File: config.mk
export PLATFORM = sky130hd
export DESIGN_NAME = frame_buf_sched
export DESIGN_NICKNAME = d
export VERILOG_FILES = /design/src/rtl/frame_buf_sched.sv
export SDC_FILE = /design/constraint.sdc
export NUM_CORES = 1
export LEC_CHECK = 0
export CAP_MARGIN = 20
export CELL_PAD_IN_SITES_DETAIL_PLACEMENT = 1
export CELL_PAD_IN_SITES_GLOBAL_PLACEMENT = 1
export CORE_MARGIN = 2
export CORE_UTILIZATION = 33
export CTS_BUF_LIST = sky130_fd_sc_hd__clkbuf_8
export DETAILED_ROUTE_END_ITERATION = 8
export PLACE_DENSITY_LB_ADDON = 0.1
export SYNTH_ARGS = -nofsm -noshare
export SYNTH_HDL_FRONTEND = slang
export SYNTH_SLANG_ARGS = --single-unit
File: constraint.sdc
create_clock -name clk -period 2.2 [get_ports clk]
set_input_delay 0.44 -clock clk [delete_from_list [all_inputs] [get_ports clk]]
set_output_delay 0.44 -clock clk [all_outputs]
set_load 0.01 [all_outputs]
File: src/rtl/frame_buf_sched.sv
// ---------------------------------------------------------------------------
// frame_buf_sched
//
// Triple-buffer scheduler for a video frame store in DDR. Three buffer slots
// are rotated between a writer (W), the most recently completed frame (L)
// and the reader (R). The writer never stalls: each finished frame is parked
// in L. The reader picks up L at the start of each displayed frame, or
// repeats its current buffer when nothing new has arrived.
//
// Parameters
//   ADDR_WIDTH  DDR byte-address width
//   BASE_ADDR   start address of buffer 0
//   FRAME_SIZE  byte stride between consecutive buffers
//
// Ports
//   clk            single clock, rising edge
//   rst_n          asynchronous active-low reset
//   wr_frame_done  pulse: writer finished the current frame
//   rd_frame_start pulse: reader begins a new frame
//   wr_buf_idx     buffer the writer fills (0..2)
//   rd_buf_idx     buffer the reader displays (0..2)
//   wr_base_addr   BASE_ADDR + wr_buf_idx*FRAME_SIZE
//   rd_base_addr   BASE_ADDR + rd_buf_idx*FRAME_SIZE
//   rd_valid       reader buffer holds a completed frame
//   frame_ready    an unread completed frame waits in L
//   drop_cnt       completed frames overwritten before being read (saturating)
//   repeat_cnt     reader starts with no new frame available (saturating)
// ---------------------------------------------------------------------------
module frame_buf_sched #(
  parameter int                    ADDR_WIDTH = 28,
  parameter logic [ADDR_WIDTH-1:0] BASE_ADDR  = 28'h000_0000,
  parameter logic [ADDR_WIDTH-1:0] FRAME_SIZE = 28'h020_0000
) (
  input  logic                  clk,
  input  logic                  rst_n,
  input  logic                  wr_frame_done,
  input  logic                  rd_frame_start,
  output logic [1:0]            wr_buf_idx,
  output logic [1:0]            rd_buf_idx,
  output logic [ADDR_WIDTH-1:0] wr_base_addr,
  output logic [ADDR_WIDTH-1:0] rd_base_addr,
  output logic                  rd_valid,
  output logic                  frame_ready,
  output logic [15:0]           drop_cnt,
  output logic [15:0]           repeat_cnt
);

  typedef enum logic [1:0] {
    S_EMPTY = 2'd0,
    S_READY = 2'd1,
    S_STALE = 2'd2
  } state_t;

  // Buffer start addresses, truncated to ADDR_WIDTH by the declared width.
  localparam logic [ADDR_WIDTH-1:0] ADDR0 = BASE_ADDR;
  localparam logic [ADDR_WIDTH-1:0] ADDR1 = BASE_ADDR + FRAME_SIZE;
  localparam logic [ADDR_WIDTH-1:0] ADDR2 = BASE_ADDR + (FRAME_SIZE << 1);

  state_t      state, state_nxt;
  logic [1:0]  w_idx, l_idx, r_idx;
  logic [1:0]  w_nxt, l_nxt, r_nxt;
  logic        valid_nxt;
  logic [15:0] drop_nxt, rep_nxt;

  function automatic logic [ADDR_WIDTH-1:0] addr_of(input logic [1:0] idx);
    case (idx)
      2'd0:    addr_of = ADDR0;
      2'd1:    addr_of = ADDR1;
      default: addr_of = ADDR2;
    endcase
  endfunction

  function automatic logic [15:0] sat_inc(input logic [15:0] v);
    sat_inc = (v == 16'hFFFF) ? v : v + 16'd1;
  endfunction

  // State register. Base addresses are registered from the next-state
  // indices so that each address changes on the same edge as its index.
  always_ff @(posedge clk or negedge rst_n) begin
    if (!rst_n) begin
      state        <= S_EMPTY;
      w_idx        <= 2'd0;
      l_idx        <= 2'd1;
      r_idx        <= 2'd2;
      rd_valid     <= 1'b0;
      drop_cnt     <= 16'd0;
      repeat_cnt   <= 16'd0;
      wr_base_addr <= ADDR0;
      rd_base_addr <= ADDR2;
    end else begin
      state        <= state_nxt;
      w_idx        <= w_nxt;
      l_idx        <= l_nxt;
      r_idx        <= r_nxt;
      rd_valid     <= valid_nxt;
      drop_cnt     <= drop_nxt;
      repeat_cnt   <= rep_nxt;
      wr_base_addr <= addr_of(w_nxt);
      rd_base_addr <= addr_of(r_nxt);
    end
  end

  // Next-state logic. Every transition only swaps or rotates the three
  // slot indices, so they remain a permutation of {0,1,2} by construction.
  // A simultaneous write-done and read-start hands the just-finished frame
  // straight to the reader; whatever sat in L is superseded.
  always_comb begin
    state_nxt = state;
    w_nxt     = w_idx;
    l_nxt     = l_idx;
    r_nxt     = r_idx;
    valid_nxt = rd_valid;
    drop_nxt  = drop_cnt;
    rep_nxt   = repeat_cnt;
    case ({wr_frame_done, rd_frame_start})
      2'b10: begin
        w_nxt     = l_idx;
        l_nxt     = w_idx;
        state_nxt = S_READY;
        if (state == S_READY) drop_nxt = sat_inc(drop_cnt);
      end
      2'b01: begin
        if (state == S_READY) begin
          r_nxt     = l_idx;
          l_nxt     = r_idx;
          state_nxt = S_STALE;
          valid_nxt = 1'b1;
        end else begin
          rep_nxt = sat_inc(repeat_cnt);
        end
      end
      2'b11: begin
        r_nxt     = w_idx;
        w_nxt     = l_idx;
        l_nxt     = r_idx;
        state_nxt = S_STALE;
        valid_nxt = 1'b1;
        if (state == S_READY) drop_nxt = sat_inc(drop_cnt);
      end
      default: ;
    endcase
  end

  // Outputs taken directly from registered state, so no input-to-output
  // combinational path exists.
  always_comb begin
    wr_buf_idx  = w_idx;
    rd_buf_idx  = r_idx;
    frame_ready = (state == S_READY);
  end

endmodule
==> results by group, run 1 <==
Status
  – Status: finished clean

Placed design
  – I/O Buffers: 45
  – DP Area: 2889 um2
  – RD Place Congestion: 0.7237
  – Placement Setup Slack: -26.97 ps
  – DP HPWL: 3829 um

STA
  – Min cycle time layout: 2075 ps
  – Slew HR: 61.56%
  – Slew @ Worst Pin: 576.6 ps
  – Min Hold Slack: 229.0 ps
  – Final Hold Viols: 0
  – Max Slew Vio Count: 0
  – Period utilization: 94.31%
  – FMAX: 482.0 MHz
  – Final WS setup: 125.2 ps
  – RSZ-0062 raised after global routing: no
  – Setup TNS: 0 ps
  – Skew final: 10.71 ps
  – Final setup violating endpoints: 0

Worst setup path
  – CP Launch Type: flip-flop
  – Critical Path Fanout Max: 6
  – CP Data Arrival Time: 1630 ps
  – Worst path cell trace: nor2b_2, clkdlybuf4s50_1
  – WP buf/inv: 1
  – Top delay family on crit path: buffers and inverters
  – Slowest cell on the critical path: clkdlybuf4s50_1
  – CP required: 1760 ps
  – Crit end category: output port
  – Setup Crit Path Kind: flip-flop to output port
  – Critical Path Max Stage Delay: 610 ps

Global route
  – Total GRT Usage: 12.86%
  – Pin count of the biggest net entering global routing: 45
  – Vias in the first global route: 1,713
  – First-pass GRT wire length: 8625 um
  – GRT overflow: 0
  – Initial antenna violation count: 0

Power
  – Combinational Power Share: 31.9%
  – Peak supply drop: 0.4318 mV
  – Power Internal: 1647 uW
  – Leakage: 0.001380 uW
  – Sequential Power Share: 48.4%
  – Sw Share: 32.41%
  – Clk pwr share: 19.7%
  – Net switching power: 789.6 uW
  – Pwr/cell area: 819.6 nW/um2

Yosys
  – YS warnings: 0
  – Cell count after synthesis: 246
  – Post-synthesis sequential area ratio: 44.39%
  – Post-synth cell types: 41
  – Mapped Avg Cell Area: 10.12 um2
  – Synth Cell Area: 2489 um2
  – Flip-flop and latch count after synthesis: 44

Floorplanning
  – Chip width: 90.84 um
  – I/O pin total: 98
  – Initial Utilization: 34.13%
  – Die ar.: 8252 um2
  – Core ar.: 7292 um2
  – Die Span Y: 90.84 um
  – # rows: 31

Run
  – Max cap viols: 0

Cells and area
  – Post-route cell area: 2973 um2
  – Commonest non-fill, non-tap cell in the layout: conb_1
  – Nets: 305
  – Share of cells above drive strength 1: 9.333%
  – Commonest non-fill, non-tap cells in the layout: conb_1 (52), clkdlybuf4s50_1 (44), dfrtp_1 (41), xor2_1 (19), nor2_1 (14)
  – Final Util: 40.77%
  – Layout area overhead: 19.46%
  – Filler instances: 869
  – N_diodes: 0

Clock tree
  – CTS Buf Count: 5
  – Clock Latency Late Sink: 290 ps
  – CTS tree: yes
  – Clock Pin Slew Worst Setup and Hold Paths: 90 ps
  – Clock Sinks: 44
  – Max Root-Sink Buffers: 2
  – # hold bufs at CTS: 0
  – # H-tree levels: 2
  – PostCTS Resize Cnt: 1
  – Postcts setup bufs: 0
  – CTS root buffer: clkbuf_8

Detailed routing
  – Drt pass-1 iters: 4
  – Remaining routing DRC violations: 0
  – Routed Wire Length: 5146 um
  – Avg Vias per Cell: 4.366
  – Antenna Violating Nets Remaining: 0
  – Via Count: 1,742
  – Initial DRC Count: 52
  – WL/cell: 12.90 um

Min path
  – Hold Crit Class: input port to async pin
[metal layers]
metal	vias to the layer above	track usage, %	routed length, um	share of wire [%]
met1	838	18.26	2499	49
met2	55	19.78	2353	46
met4	0	4.167	54	1.0
met5	-	0	0	0
met3	5	2.421	238	4.6
li1	844	-	-	-
[per-stage QoR]
step,total power (uW),cells
finish,2436,399
global route,2606,399
CTS,2487,399
detailed placement,1984,391
global placement,1977,391
floorplan,1617,297
[Yosys cell counts, drive strengths merged]
| cell type | instances | area share [%] |
|---|---|---|
| nor4 | 7 | 2.4 |
| nor2b | 4 | 1.0 |
| nand4 | 10 | 2.5 |
| or4b | 1 | 0.55 |
| o41ai | 1 | 0.35 |
| a211oi | 2 | 0.60 |
| dfstp | 3 | 3.2 |
| clkbuf | 3 | 0.45 |
| o32ai | 2 | 0.70 |
| nand3 | 9 | 1.8 |
| nand2b | 4 | 1.0 |
| and3 | 6 | 1.5 |
| o21a | 3 | 0.90 |
| and4b | 1 | 0.40 |
| nand2 | 9 | 1.4 |
| o21ai | 5 | 1.0 |
| inv | 3 | 0.45 |
| nor3b | 1 | 0.30 |
| nand3b | 1 | 0.45 |
| a2bb2oi | 3 | 1.1 |
| a21oi | 4 | 0.80 |
| mux2 | 4 | 1.8 |
| a21o | 1 | 0.30 |
| xnor2 | 8 | 2.8 |
| ha | 2 | 1.0 |
| nor2 | 14 | 2.1 |
| conb | 1 | 0.15 |
| and4 | 1 | 0.35 |
| dfrtp | 41 | 41 |
| or3 | 2 | 0.50 |
| nor3 | 10 | 2.0 |
| o2111ai | 1 | 0.35 |
| and2 | 1 | 0.25 |
| buf | 57 | 17 |
| or2 | 1 | 0.25 |
| nand4b | 1 | 0.35 |
| xor2 | 19 | 6.7 |
[worst reg2reg max path: stages, from the launching register on]
cell and delay (ps):
dfrtp_1 420, ha_1 190, nand2_1 90, or3_1 500
o21a_1 270, mux2_1 310
[sequential cells by signal (all words and copies together) (netlist names)]
signal	count
drop_cnt	16
l_idx	2
rd_base_addr	2
rd_buf_idx	2
rd_valid	1
repeat_cnt	16
state	2
wr_base_addr	2
wr_buf_idx	1
[final timing paths]
path / from / end / slack (ps) / cells after the start
setup reg to reg: repeat_cnt[0]$_DFFE_PN0P_ / repeat_cnt[1]$_DFFE_PN0P_ / 310 / 5
max in group asynchronous: rst_n / repeat_cnt[6]$_DFFE_PN0P_ / 1580 / 2
min in group clk: rd_valid$_DFFE_PN0P_ / rd_valid$_DFFE_PN0P_ / 480 / 1
hold reg to reg: rd_valid$_DFFE_PN0P_ / rd_valid$_DFFE_PN0P_ / 480 / 1
setup / recovery: state[0]$_DFFE_PN0P_ / frame_ready / 130 / 2
hold / removal: rst_n / drop_cnt[10]$_DFFE_PN0P_ / 230 / 2
[power by group through the flow]
stage / clock network (uW) / registers, uW / logic (uW)
floorplan: 0 / 1230 / 385
global placement: 0 / 1190 / 783
detailed placement: 0 / 1200 / 789
CTS: 511 / 1180 / 793
global route: 543 / 1210 / 849
finish: 480 / 1180 / 777
[layout make-up]
| type | count | area (um2) | area share, % |
|---|---|---|---|
| Multi-Input combinational cell | 190 | 1131 | 38.05 |
| Sequential cell | 44 | 1105 | 37.16 |
| Timing Repair Buffer | 55 | 520.5 | 17.51 |
| Tap cell | 99 | 123.9 | 4.167 |
| Clock buffer | 5 | 68.82 | 2.315 |
| Clock inverter | 3 | 12.51 | 0.4209 |
| Inverter | 3 | 11.26 | 0.3788 |
[cells by family (layout without fill, tap and decap cells)]
kind of cell	Yosys count	after routing	share of synthesized area (%)
other cells	1	52	0.1507
buf+inv	63	66	17.95
compound gates	22	22	6.084
mux	4	4	1.810
xor+xnor	27	27	9.502
simple gates	83	83	19.11
flops	44	44	44.39
fa+ha+maj	2	2	1.005
Power figures use the tool's default switching activity.
==> run 2: changes to the inputs <==
GPL_TIMING_DRIVEN = 0   (was not set)
==> results by group, run 2 (synthesized netlist as in run 1, its figures left out) <==
Placed design
  – DP HPWL: 4257 um (+11%)
  – Placed cell count: 440 (+13%)
  – RD Place Congestion: 0.7542 (+4.2%)
  – DP Area: 3249 um2 (+12%)
  – I/O Buffers: 43 (-4.4%)

Floorplanning
  – Chip width: 90.84 um (unchanged)
  – Die ar.: 8252 um2 (unchanged)
  – Initial Utilization: 34.13% (unchanged)
  – # rows: 31 (unchanged)
  – Die Span Y: 90.84 um (unchanged)
  – I/O pin total: 98 (unchanged)
  – Core ar.: 7292 um2 (unchanged)

Detailed routing
  – WL/cell: 12.19 um (-5.5%)
  – Antenna Violating Nets Remaining: 0 (unchanged)
  – Drt pass-1 iters: 4 (unchanged)
  – Remaining routing DRC violations: 0 (unchanged)
  – Routed Wire Length: 5461 um (+6.1%)
  – Avg Vias per Cell: 4.339 (-0.61%)
  – Via Count: 1,944 (+12%)
  – Initial DRC Count: 75 (+44%)

Worst setup path
  – WP buf/inv: 2 (+1)
  – Slowest cell on the critical path: clkdlybuf4s50_1
  – Critical Path Fanout Max: 10 (+4)
  – Worst path cell trace: nor2b_1, buf_6, clkdlybuf4s50_1
  – CP Launch Type: flip-flop
  – CP Data Arrival Time: 1590 ps (-40 ps)
  – CP required: 1760 ps (about the same)
  – Setup Crit Path Kind: flip-flop to output port
  – Top delay family on crit path: buffers and inverters
  – Crit end category: output port
  – Critical Path Max Stage Delay: 540 ps (-70 ps)

Cells and area
  – Top flop regs: drop_cnt: 16 flops, repeat_cnt: 16 flops
  – Post-route cell area: 3342 um2 (+12%)
  – Commonest non-fill, non-tap cells in the layout: buf_4 (53), conb_1 (52), clkdlybuf4s50_1 (42), dfrtp_1 (41), xor2_1 (19)
  – Nets: 354 (+16%)
  – Filler instances: 878 (+1.0%)
  – Multi-input logic area: 1129 um2 (-0.22%)
  – Share of cells above drive strength 1: 22.06% (+13 points)
  – Seq. cell area: 1105 um2 (unchanged)
  – Commonest non-fill, non-tap cell in the layout: buf_4
  – Layout area overhead: 34.29%
  – Final std cells w/o fill: 448 (+12%)
  – N_diodes: 0 (unchanged)

STA
  – Min cycle time layout: 2030 ps (-44.85 ps)
  – Min Hold Slack: 97.62 ps (-131.4 ps)
  – Skew final: 8.675 ps (-2.030 ps)
  – Max Slew Vio Count: 0 (unchanged)
  – FMAX: 492.6 MHz (+2.2%)
  – Slew @ Worst Pin: 577.3 ps (+0.6669 ps)
  – Setup TNS: 0 ps (unchanged)
  – Final Hold Viols: 0 (unchanged)
  – Final setup violating endpoints: 0 (unchanged)
  – RSZ-0062 raised after global routing: no
  – Slew HR: 61.22% (-0.34 points)
  – Period utilization: 92.27% (-2.0 points)

Global route
  – Vias in the first global route: 1,861 (+8.6%)
  – Pin count of the biggest net entering global routing: 26 (-42%)
  – Initial antenna violation count: 0 (unchanged)
  – GRT overflow: 0 (unchanged)
  – First-pass GRT wire length: 9170 um (+6.3%)
  – Total GRT Usage: 13.63% (+0.77 points)

Clock tree
  – Max Root-Sink Buffers: 2 (unchanged)
  – PostCTS Resize Cnt: 0 (-1)
  – # H-tree levels: 2 (unchanged)
  – CTS root buffer: clkbuf_8
  – Clock Sinks: 44 (unchanged)
  – CTS Buf Count: 5 (unchanged)
  – Clock Latency Late Sink: 300 ps (about the same)
  – Postcts setup bufs: 0 (unchanged)
  – Clock Pin Slew Worst Setup and Hold Paths: 90 ps (about the same)
  – # hold bufs at CTS: 0 (unchanged)
  – CTS tree: yes

Status
  – Status: finished clean

Min path
  – Hold Crit Class: input port to async pin

Power
  – Peak supply drop: 0.4080 mV (-5.5%)
  – Leakage: 0.001639 uW (+19%)
  – Pwr/cell area: 769.1 nW/um2 (-6.2%)

Run
  – Max cap viols: 0 (unchanged)
## run 2: path summary, 6_finish.rpt
kind                       slack [ps]                     from  cells after the start                         end
max                               170     state[0]$_DFFE_PN0P_                      3                 frame_ready
min                               100                    rst_n                      1     drop_cnt[5]$_DFFE_PN0P_
max reg2reg                       220  drop_cnt[0]$_DFFE_PN0P_                      5     drop_cnt[1]$_DFFE_PN0P_
min reg2reg                       480     rd_valid$_DFFE_PN0P_                      1        rd_valid$_DFFE_PN0P_
max in group asynchronous        1530                    rst_n                      2  rd_base_addr[22]$_DFF_PN1_
min in group clk                  410           rd_frame_start                      2  rd_base_addr[22]$_DFF_PN1_
## run 2: cell type report
type                            count  area share, %
Buffer                             60          13.03
Clock buffer                        6          2.471
Clock inverter                      2         0.2995
Inverter                            3         0.3370
Multi-Input combinational cell    190          33.77
Sequential cell                    44          33.06
Tap cell                           99          3.706
Timing Repair Buffer               44          13.33
## run 2: layer usage
layer	GRT usage, %	vias up	wire, um
li1	-	953	-
met1	18.03	925	2473
met2	21.70	59	2558
met3	4.090	7	346
met4	3.788	0	83
met5	0	-	0
## run 2: worst reg2reg max path: stages, from the launching register on
cell	delay [ps]
dfrtp_1	420
ha_1	200
nand3_1	280
nor4_4	550
nor2_1	140
mux2_2	290
## run 2: power by group
group	total, uW	internal (uW)	leakage, uW	switching, uW
clock network	531	251	0.0000510	280
registers	1180	995	0.000551	186
logic	858	503	0.00104	356
total	2570	1750	0.00164	822
## run 2: stage by stage
| stage | utilization (%) | power, uW | setup WS [ps] |
|---|---|---|---|
| floorplan | - | 1617 | 420.0 |
| global placement | 44.35 | 2043 | -629.9 |
| detailed placement | 44.56 | 2070 | 202.9 |
| CTS | 45.83 | 2611 | 153.7 |
| global route | 45.83 | 2744 | 27.86 |
| finish | 45.83 | 2570 | 170.0 |
